<file path="config.mk">
export PLATFORM = sky130hd
export DESIGN_NAME = fetch_stage
export DESIGN_NICKNAME = d
export VERILOG_FILES = /design/src/rtl/fetch_stage.sv
export SDC_FILE = /design/constraint.sdc
export NUM_CORES = 1
export LEC_CHECK = 0
export ABC_AREA = 1
export BUFFER_PORTS_ARGS = -buffer_cell sky130_fd_sc_hd__buf_2
export CORE_UTILIZATION = 42
export CTS_CLUSTER_DIAMETER = 150
export DETAILED_ROUTE_END_ITERATION = 8
export HOLD_SLACK_MARGIN = 0.1
export PLACE_DENSITY_LB_ADDON = 0.1
export SYNTH_ARGS = -nofsm -noshare
export SYNTH_HDL_FRONTEND = slang
export SYNTH_SLANG_ARGS = --single-unit
</file>
<file path="constraint.sdc">
create_clock -name clk -period 4.85 [get_ports clk]
set_input_delay 0.97 -clock clk [delete_from_list [all_inputs] [get_ports clk]]
set_output_delay 0.97 -clock clk [all_outputs]
set_load 0.01 [all_outputs]
</file>
<file path="src/rtl/fetch_stage.sv">
// Instruction fetch stage: PC register, single-outstanding imem handshake FSM
// (REQ/WAIT/HOLD/DROP) and the IF/ID pipeline register.
module fetch_stage #(
  parameter logic [31:0] RESET_PC  = 32'h0000_0000,
  parameter logic [31:0] NOP_INSTR = 32'h0000_0013
) (
  input  logic        clk,
  input  logic        reset_n,
  input  logic [1:0]  PCSrcE,
  input  logic [31:0] TargetD,
  input  logic [31:0] RecoverPCE,
  input  logic        StallD,
  output logic        imem_req,
  output logic [31:0] imem_addr,
  input  logic        imem_ready,
  input  logic        imem_rvalid,
  input  logic [31:0] imem_rdata,
  output logic [31:0] InstrD,
  output logic [31:0] PCD,
  output logic [31:0] PCPlus4D,
  output logic        ValidD,
  output logic        branched_flag_F
);

  typedef enum logic [1:0] {
    S_REQ,
    S_WAIT,
    S_HOLD,
    S_DROP
  } state_t;

  state_t      r_state;
  state_t      w_state_nxt;
  logic [31:0] r_pc;
  logic [31:0] r_hold;
  logic [31:0] r_instr_d;
  logic [31:0] r_pc_d;
  logic [31:0] r_pc4_d;
  logic        r_valid_d;
  logic        r_branched;
  logic        r_stale;

  logic        w_take_target;
  logic        w_redirect;
  logic [31:0] w_redirect_pc;
  logic [31:0] w_pc_plus4;
  logic        w_accept;
  logic        w_write;
  logic        w_capture;
  logic [31:0] w_write_data;

  assign w_take_target = (PCSrcE == 2'b01);
  assign w_redirect    = w_take_target || (PCSrcE == 2'b10);
  assign w_redirect_pc = w_take_target ? TargetD : RecoverPCE;
  assign w_pc_plus4    = r_pc + 32'd4;

  // A response still owed from before reset must drain before a new request,
  // otherwise it could be mistaken for the answer to the new one.
  assign imem_req  = reset_n && (r_state == S_REQ) && !r_stale;
  assign imem_addr = r_pc;
  assign w_accept  = imem_req && imem_ready;

  always_comb begin
    w_state_nxt  = r_state;
    w_write      = 1'b0;
    w_capture    = 1'b0;
    w_write_data = imem_rdata;
    case (r_state)
      S_REQ: begin
        if (w_accept) begin
          w_state_nxt = w_redirect ? S_DROP : S_WAIT;
        end
      end
      S_WAIT: begin
        if (w_redirect) begin
          w_state_nxt = imem_rvalid ? S_REQ : S_DROP;
        end else if (imem_rvalid) begin
          if (StallD) begin
            w_capture   = 1'b1;
            w_state_nxt = S_HOLD;
          end else begin
            w_write     = 1'b1;
            w_state_nxt = S_REQ;
          end
        end
      end
      S_HOLD: begin
        w_write_data = r_hold;
        if (w_redirect) begin
          w_state_nxt = S_REQ;
        end else if (!StallD) begin
          w_write     = 1'b1;
          w_state_nxt = S_REQ;
        end
      end
      S_DROP: begin
        if (imem_rvalid) begin
          w_state_nxt = S_REQ;
        end
      end
      default: w_state_nxt = S_REQ;
    endcase
  end

  always_ff @(posedge clk) begin
    if (!reset_n) begin
      r_state <= S_REQ;
    end else begin
      r_state <= w_state_nxt;
    end
  end

  // Remembers across reset that a response is still in flight.
  always_ff @(posedge clk) begin
    if (!reset_n) begin
      r_stale <= ((r_state == S_WAIT) || (r_state == S_DROP) || r_stale) && !imem_rvalid;
    end else if (imem_rvalid) begin
      r_stale <= 1'b0;
    end
  end

  always_ff @(posedge clk) begin
    if (!reset_n) begin
      r_pc       <= RESET_PC;
      r_branched <= 1'b0;
    end else if (w_redirect) begin
      r_pc       <= w_redirect_pc;
      r_branched <= w_take_target;
    end else if (w_write) begin
      r_pc       <= w_pc_plus4;
      r_branched <= 1'b0;
    end
  end

  always_ff @(posedge clk) begin
    if (w_capture) begin
      r_hold <= imem_rdata;
    end
  end

  always_ff @(posedge clk) begin
    if (!reset_n) begin
      r_instr_d <= NOP_INSTR;
      r_pc_d    <= '0;
      r_pc4_d   <= '0;
      r_valid_d <= 1'b0;
    end else if (w_redirect) begin
      r_instr_d <= NOP_INSTR;
      r_valid_d <= 1'b0;
    end else if (w_write) begin
      r_instr_d <= w_write_data;
      r_pc_d    <= r_pc;
      r_pc4_d   <= w_pc_plus4;
      r_valid_d <= 1'b1;
    end else if (!StallD) begin
      r_instr_d <= NOP_INSTR;
      r_valid_d <= 1'b0;
    end
  end

  assign InstrD          = r_instr_d;
  assign PCD             = r_pc_d;
  assign PCPlus4D        = r_pc4_d;
  assign ValidD          = r_valid_d;
  assign branched_flag_F = r_branched;

endmodule

</file>
# Word level (Yosys, flattened, before mapping)
# Cells that the tools add are included.
# Widths: inputs -> output; s select.
classes:
  bitwise: 2
  eq_ne: 11
  muxes: 31
  n_addsub: 1
  reduce_logical: 14
op_table:
  columns: ["cell", "n"]
  rows:
  - ["$mux 32", 6]
  - ["$add 32x3->32 const B", 1]
  - ["$mux 2", 9]
  - ["$mux 1", 14]
  - ["$pmux 2 s4", 1]
  - ["$eq 2x2->1 const B", 3]
  - ["$ne 3x3->1 const B", 2]
  - ["$eq 2x1->1 const B", 2]
  - ["$logic_and 1x1->1", 4]
  - ["$ne 2x1->1 const B", 2]
  - ["$ne 2x2->1 const B", 2]
  - ["$reduce_and 4->1", 1]
  - ["$logic_or 1x1->1", 3]
  - ["$logic_not 1->1", 2]
  - ["$logic_not 2->1", 1]
  - ["$not 1->1", 2]
  - ["$pmux 1 s2", 1]
  - ["$reduce_and 2->1", 1]
  - ["$reduce_bool 2->1", 1]
  - ["$reduce_or 2->1", 1]
word_totals:
  out_inout_bits: 131
  ff_bits: 165

# Longest topological paths before layout
# Gate-level depths: netlist (run 1).
logic_depth:
  depth_word: 6
  depth_mapped: 11
  mapped_depth_nobuf: 9

# Least setup slack after synthesis (run 1)
# Ideal clock, no wire load.
synth_path:
  kind: "in2reg"
  startpoint: "input port PCSrcE[1]"
  endpoint: "register r_hold[0] (enable)"
  setup_slack_ns: 0.574
  path_stages: 5
  required_time_ns: 4.389
  t_arrival_ns: 3.815
  setup_time_ns: 0.461
  n_path_buf: 1
  cell_sequence: "inv_1 > ha_1 > buf_2 > nand2_1 > nor3_1"
synth_between:
  elab_chain_cells: 4
  elab_cells_between_ends: 5
  cone_classes: "eq/ne: 2; mux: 2; reduce/logical: 1"
synth_lines:
  columns: ["item", "line", "source"]
  rows:
  - ["start, declared", "9", "input logic [1:0] PCSrcE,"]
  - ["$eq 2x1->1 or $eq 2x2->1 (tied branches)", "52, 53", null]
  - ["$logic_or 1x1->1 *", "53", "assign w_redirect = w_take_target || (PCSrcE == 2'b10);"]
  - ["$mux 1 *", "75", "if (w_redirect) begin"]
  - ["$mux 1 *", "68", "case (r_state)"]
  - ["net w_capture", "49", "logic w_capture;"]
  - ["end signal, assigned", "137", "r_hold <= imem_rdata;"]
  - ["end, declared", "35", "logic [31:0] r_hold;"]
# Mark *: on every way through the listed nets, which the timed path passes. The rest lies on a longest branch.
# A chain may end at the register's enable or synchronous reset.

# Worst setup path in the final report (run 1)
layout_path:
  startpoint: "input port reset_n"
  endpoint: "output port imem_req"
layout_between:
  elab_chain_cells: 2
layout_lines:
  columns: ["item", "line", "source"]
  rows:
  - ["start, declared", "8", "input logic reset_n,"]
  - ["$logic_and 1x1->1 (2 in a row)", "59", "assign imem_req = reset_n && (r_state == S_REQ) && !r_stale;"]
  - ["end, declared", "13", "output logic imem_req,"]
# No other way between the ends.

==> flow_summary.json, run 1 <==
{
  "syn_nets": 1036,
  "cellLeakagePower_uw": 0.00383,
  "drc_errors": 0,
  "setup_violations": 0,
  "setup_tns_ns": 0,
  "gp_congestion": 0.828,
  "multiInputGateArea_um2": 3220,
  "synth_top_area_share_pct": 35.6,
  "endpoint": "imem_req",
  "status": "complete, no violations",
  "worst-r2r-setup-slack_ns": 1.68,
  "final_net_count": 1235,
  "vias_per_cell": 5.14,
  "synth_seq_area_share_pct": 49.2,
  "stdcell_count": 1358,
  "period_share_pct": 69.2,
  "antennaDiodeCount": 0,
  "rows": 47,
  "tightestPinTransition_ns": 1.18,
  "holdCritStartpoint": "InstrD[14]$_SDFFE_PP0P_",
  "vdd_drop_max_mv": 0.269,
  "cts_tree": "done",
  "syn_inst": 926,
  "path_max_fanout": 33,
  "crit_arrival_ns": 2.39,
  "cts.sinks": 163,
  "finalCriticalPeriod_ns": 3.36,
  "clk_path_buf_depth": 2,
  "start_util_pct": 43.6,
  "fillers": 1693,
  "die_w_um": 134,
  "ys.warnings.count": 0,
  "fp.dieH_um": 134,
  "relSlewSlack_pct": 21.2,
  "synthesis.area_um2": 7310,
  "portBuffers": 233,
  "numCtsBuffers": 17,
  "grt_antenna_before_repair": 0,
  "setup_ws_ns": 1.49,
  "crit_path_start_kind": "primary input",
  "grtUsageTotal_pct": 24.6,
  "hold_slack_ns": 0.447,
  "dp_cells": 1326,
  "r2r-start": "r_state[0]$_SDFFE_PN0P_",
  "power_density_nw_per_um2": 378,
  "ff2ff_path_depth": 11,
  "h-tree-depth": 4,
  "vias": 6974,
  "root_buffer": "clkbuf_16",
  "grt_max_degree": 64,
  "grt_pass1_vias": 6527,
  "routed_wl_um": 21800,
  "die_area_um2": 17900,
  "clock_latency_ns": 0.43,
  "synth_area_per_cell_um2": 7.89,
  "stdcell_area_um2": 9080,
  "cap_violations": 0,
  "clock.fmax_mhz": 298,
  "drive_gt1_share_pct": 29.0,
  "ys_seq_elements": 163,
  "placed_area_um2": 8520,
  "reg2reg_to": "imem_addr[20]$_SDFFE_PN0P_",
  "dr.pass1.iters": 5,
  "place_ws_ns": 1.49,
  "hold_viol": 0,
  "antenna_left": 0,
  "path_class": "primary input to output pin",
  "yosysUniqueCellTypes": 34,
  "wl_per_cell_um": 16.1,
  "drt_iter0_drc": 440,
  "grt_pass1_wl_um": 34300,
  "worstPathRequired_ns": 3.88,
  "core_um2": 16800,
  "hold_path_class": "flop to flop",
  "end_kind": "output pin",
  "synthTopCellsByArea": "dfxtp_1 36%, edfxtp_1 14%, nand2_1 11%, a21oi_1 6.8%, o21ai_0 5.6%",
  "crit_path_start": "reset_n",
  "seq_area_um2": 3590,
  "overflow": 0,
  "final_max_slew_viol_count": 0,
  "hpwlAfterDp_um": 14800,
  "synth_top_area_cell": "dfxtp_1",
  "syn_to_final_growth_pct": 24.2,
  "cts_resized": 0,
  "finClkSkew_ns": 0.00954,
  "clkTransAtPathRegs_ns": 0.06,
  "io_pins": 234,
  "rsz0062_at_grt": "no",
  "cts_hold_buf": 0,
  "post_cts_buffers": 0
}
[cell usage after synthesis (all sizes together)]
library cell and number:
o22ai 22, nor3 2, o32ai 1, a21oi 103, inv 52, a31oi 3, nand3 43, edfxtp 33
o21ai 103, ha 7, o211ai 26, nand2 225, xnor2 1, buf 27, or2 25, and2 2
dfxtp 130, xor2 3, clkbuf 33, nor2 85
[placed cells by master (no fill, tap or decap), drive strengths merged, types with 3 or more instances in the layout]
cell	count
a21oi	103
a31oi	3
buf	240
clkbuf	21
clkinv	7
dfxtp	130
edfxtp	33
ha	7
inv	54
nand2	225
nand3	43
nor2	85
o211ai	26
o21ai	103
o22ai	22
or2	25
xor2	3
[cell type report]
type | instances | area share (%)
Tap cell | 220 | 3.03
Sequential cell | 163 | 39.6
Clock inverter | 11 | 1.13
Inverter | 52 | 2.18
Clock buffer | 21 | 5.07
Timing Repair Buffer | 240 | 13.6
Multi-Input combinational cell | 651 | 35.5
[logic make-up (layout without fill, tap and decap cells)]
logic type | count (synthesis) | count (layout) | synth area share, %
AOI/OAI and AO/OA | 258 | 258 | 19.4
xor gates and xnor gates | 4 | 4 | 0.479
adders and majority gates | 7 | 7 | 1.20
buffers and inverters | 112 | 324 | 6.88
DFF | 163 | 163 | 49.2
and+or+nand+nor | 382 | 382 | 22.9
[worst min-delay path by stage]
stage	end	cells past startpoint
final	InstrD[14]$_SDFFE_PP0P_	2
after global routing	InstrD[16]$_SDFFE_PP0P_	2
after detailed placement	InstrD[14]$_SDFFE_PP0P_	2
after global placement	InstrD[20]$_SDFFE_PP0P_	2
after floorplan	InstrD[10]$_SDFFE_PP0P_	2
after CTS	InstrD[14]$_SDFFE_PP0P_	2
[sequential cells by signal, indices dropped and copies added, names as in the netlist]
register,cells
r_state,2
PCPlus4D,30
r_stale,1
ValidD,1
r_hold,32
InstrD,32
branched_flag_F,1
imem_addr,32
PCD,32
[report_power, final]
part,total (uW),switching (uW),internal (uW)
clock network,1310,569,736
registers,1530,65.5,1470
logic,598,387,211
total,3440,1020,2410
[layer usage]
metal / share of wire (%) / GRT usage (%) / vias up / wire (um)
met2: 45 / 37.8 / 269 / 9810
met4: 2.2 / 9.91 / 0 / 477
met5: 0 / 0 / - / 0
met3: 7.0 / 4.57 / 34 / 1520
li1: - / - / 3502 / -
met1: 46 / 34.1 / 3169 / 10000
[worst max-delay path: stages]
cell	delay, ns
buf_2	0.44
inv_2	0.43
nor3_1	0.33
buf_2	0.20
[stage by stage]
step | total power (uW) | utilization, %
after floorplan | 1950 | -
after global placement | 2160 | 50.8
after detailed placement | 2160 | 50.8
after CTS | 3460 | 54.2
after global routing | 3600 | 54.2
final | 3440 | 54.2
Power figures use the tool's default switching activity.
==> run 2, diff against run 1 <==
ABC_AREA = 0   (was 1)
clock period = 3.3 ns   (was 4.85 ns; I/O delays follow)
==> run 2 against run 1 <==
Effect of this change: via count down 8.2%; utilization up 0.52 points; largest power group unchanged; first-iteration DRC count down 38%; critical path type is now flop to flop; hold slack worse by 0.019 ns; clock skew down 0.0023 ns; non-clock buffer count up 12; final area up 1.3%; area after synthesis up 0.43%; critical path depth up 3.
==> flow_summary.json, run 2 <==
{
  "power_switching_uw": 1570,
  "cts_hold_buf": 0,
  "synth_seq_area_share_pct": 48.9,
  "synthTopCellsByArea": "dfxtp_1 35%, edfxtp_1 13%, a21oi_1 6.8%, mux2i_1 6.1%, nand2_1 4.6%",
  "status": "complete, no violations",
  "mostFrequentLayoutCell": "buf_2",
  "finClkSkew_ns": 0.00727,
  "stdcell_area_um2": 9200,
  "p_comb_share_pct": 20.4,
  "p_int_uw": 3600,
  "fillers": 1618,
  "start_util_pct": 43.7,
  "antennaDiodeCount": 0,
  "tightestPinTransition_ns": 0.629,
  "synth_edf_count": 33,
  "cap_violations": 0,
  "final_net_count": 1115,
  "routed_wl_um": 19900,
  "synthArstFlopShare_pct": 0,
  "power_density_nw_per_um2": 562,
  "die_area_um2": 18000,
  "vias_per_cell": 5.17,
  "switching_share_pct": 30.3,
  "worst-r2r-setup-slack_ns": 0.72,
  "fp.dieH_um": 134,
  "layout_common_cells": "233 x buf_2, 130 x dfxtp_1, 100 x a21oi_1",
  "grtUsageTotal_pct": 22.4,
  "p_seq_share_pct": 44.3,
  "core_um2": 16800,
  "place_ws_ns": 0.709,
  "hold_path_class": "primary input to flop",
  "rsz0062_at_grt": "no",
  "finalCriticalPeriod_ns": 2.58,
  "grt_antenna_before_repair": 1,
  "period_share_pct": 78.2,
  "io_pins": 234,
  "ff2ff_path_depth": 7,
  "cts_tree": "done",
  "portBuffers": 233,
  "yosysUniqueCellTypes": 44,
  "clkTransAtPathRegs_ns": 0.06,
  "numCtsBuffers": 17,
  "yosysMostFrequentCell": "dfxtp_1",
  "stdcell_count": 1238,
  "path_class": "flop to flop",
  "setup_ws_ns": 0.720,
  "reg2reg_to": "imem_addr[30]$_SDFFE_PN0P_",
  "setup_violations": 0,
  "drt_iter0_drc": 274,
  "pwr-share-clk_pct": 35.3,
  "r2r-start": "r_state[1]$_SDFFE_PN0P_",
  "rows": 47,
  "grt_pass1_wl_um": 31500,
  "wl_per_cell_um": 16.1,
  "grt_max_degree": 57,
  "min_delay_worst_endpoint": "r_hold[19]$_DFFE_PP_",
  "synth_top_area_cell": "dfxtp_1",
  "synth_top_area_share_pct": 35.4,
  "placed_area_um2": 8660,
  "hold_depth": 1,
  "relSlewSlack_pct": 58.0,
  "synth_common_cells": "130 x dfxtp_1, 100 x a21oi_1, 90 x nand2_1, 90 x nor2_1, 52 x clkbuf_1",
  "path_max_fanout": 49,
  "clock_latency_ns": 0.42,
  "die_w_um": 134,
  "final_max_slew_viol_count": 0,
  "synth-main-ff-cell": "dfxtp_1",
  "ys_seq_elements": 163,
  "antenna_left": 0,
  "overflow": 0,
  "cts.sinks": 163,
  "cellLeakagePower_uw": 0.00371,
  "holdCritStartpoint": "imem_rdata[19]",
  "dr.pass1.iters": 4,
  "root_buffer": "clkbuf_16",
  "drive_gt1_share_pct": 31.1,
  "synthesis.area_um2": 7340,
  "vias": 6405,
  "synth_area_per_cell_um2": 9.11,
  "gp_congestion": 0.779,
  "h-tree-depth": 4,
  "grt_pass1_vias": 6026,
  "worstPathRequired_ns": 3.61,
  "drc_errors": 0,
  "post_cts_buffers": 0,
  "ys.warnings.count": 0,
  "syn_to_final_growth_pct": 25.3,
  "setup_tns_ns": 0,
  "syn_inst": 806,
  "crit_arrival_ns": 2.89,
  "hpwlAfterDp_um": 13800,
  "crit_path_start_kind": "flop",
  "end_kind": "flop",
  "clock.fmax_mhz": 388,
  "cts_resized": 0,
  "hold_viol": 0,
  "clk_path_buf_depth": 2,
  "vdd_drop_max_mv": 0.340,
  "dp_cells": 1206,
  "syn_nets": 916
}
run 2: cell families after synthesis:
group,share of synthesized area [%]
multiplexers,8.13
adder cells (fa/ha/maj),1.19
buffers and inverters,4.67
AND/OR/NAND/NOR,17.3
AO/OA/AOI/OAI,13.4
XOR/XNOR,6.32
flip-flops,48.9
run 2: metal layers:
layer / global-route usage (%) / wire length (um) / part of all wire (%)
met5: 0 / 8 / 0.040
met4: 8.80 / 486 / 2.4
met1: 28.7 / 9250 / 46
met2: 36.3 / 9000 / 45
met3: 5.48 / 1180 / 5.9
run 2: cell type report:
type,count,area (um2),area share (%)
tap,220,275,2.99
inverter,10,37.5,0.408
clock buffer,21,460,5.00
clock inverter,11,80.1,0.870
sequential,163,3590,39.1
multi-input combinational,561,3420,37.2
timing repair buffer,252,1330,14.5
run 2: worst max-delay path by stage:
stage               slack [ns]                    start  cells after the start                          to
finish                    0.72  r_state[1]$_SDFFE_PN0P_                      7  imem_addr[30]$_SDFFE_PN0P_
global route              0.57  r_state[1]$_SDFFE_PN0P_                      7  imem_addr[30]$_SDFFE_PN0P_
CTS                       0.72  r_state[1]$_SDFFE_PN0P_                      7  imem_addr[30]$_SDFFE_PN0P_
detailed placement        0.71              imem_rvalid                      6  imem_addr[30]$_SDFFE_PN0P_
global placement          0.72                PCSrcE[1]                      8      InstrD[1]$_SDFFE_PP1P_
floorplan                 0.34                PCSrcE[1]                      5         r_hold[0]$_DFFE_PP_
run 2: worst max-delay path, stage by stage (launching register included):
cell and delay, ns:
dfxtp_1 0.37, inv_1 0.10, ha_1 0.26, a21oi_1 0.49, or3_2 0.54, buf_12 0.29
nor3_1 0.07, a211o_1 0.30
run 2: metrics by stage:
stage | util, % | total power, uW | hold WS (ns)
6_report | 54.7 | 5170 | 0.428
5_1_grt | 54.7 | 5420 | 0.415
4_1_cts | 54.7 | 5220 | 0.413
3_5_place_dp | 51.5 | 3400 | 0.444
3_3_place_gp | 51.5 | 3390 | 0.441
2_1_floorplan | - | 3030 | 0.446
run 2: power by group through the flow:
stage / clock (uW) / combinational (uW) / sequential [uW]
2_1_floorplan: 0 / 701 / 2330
3_3_place_gp: 0 / 1060 / 2330
3_5_place_dp: 0 / 1060 / 2340
4_1_cts: 1860 / 1070 / 2290
5_1_grt: 1940 / 1170 / 2310
6_report: 1820 / 1060 / 2290
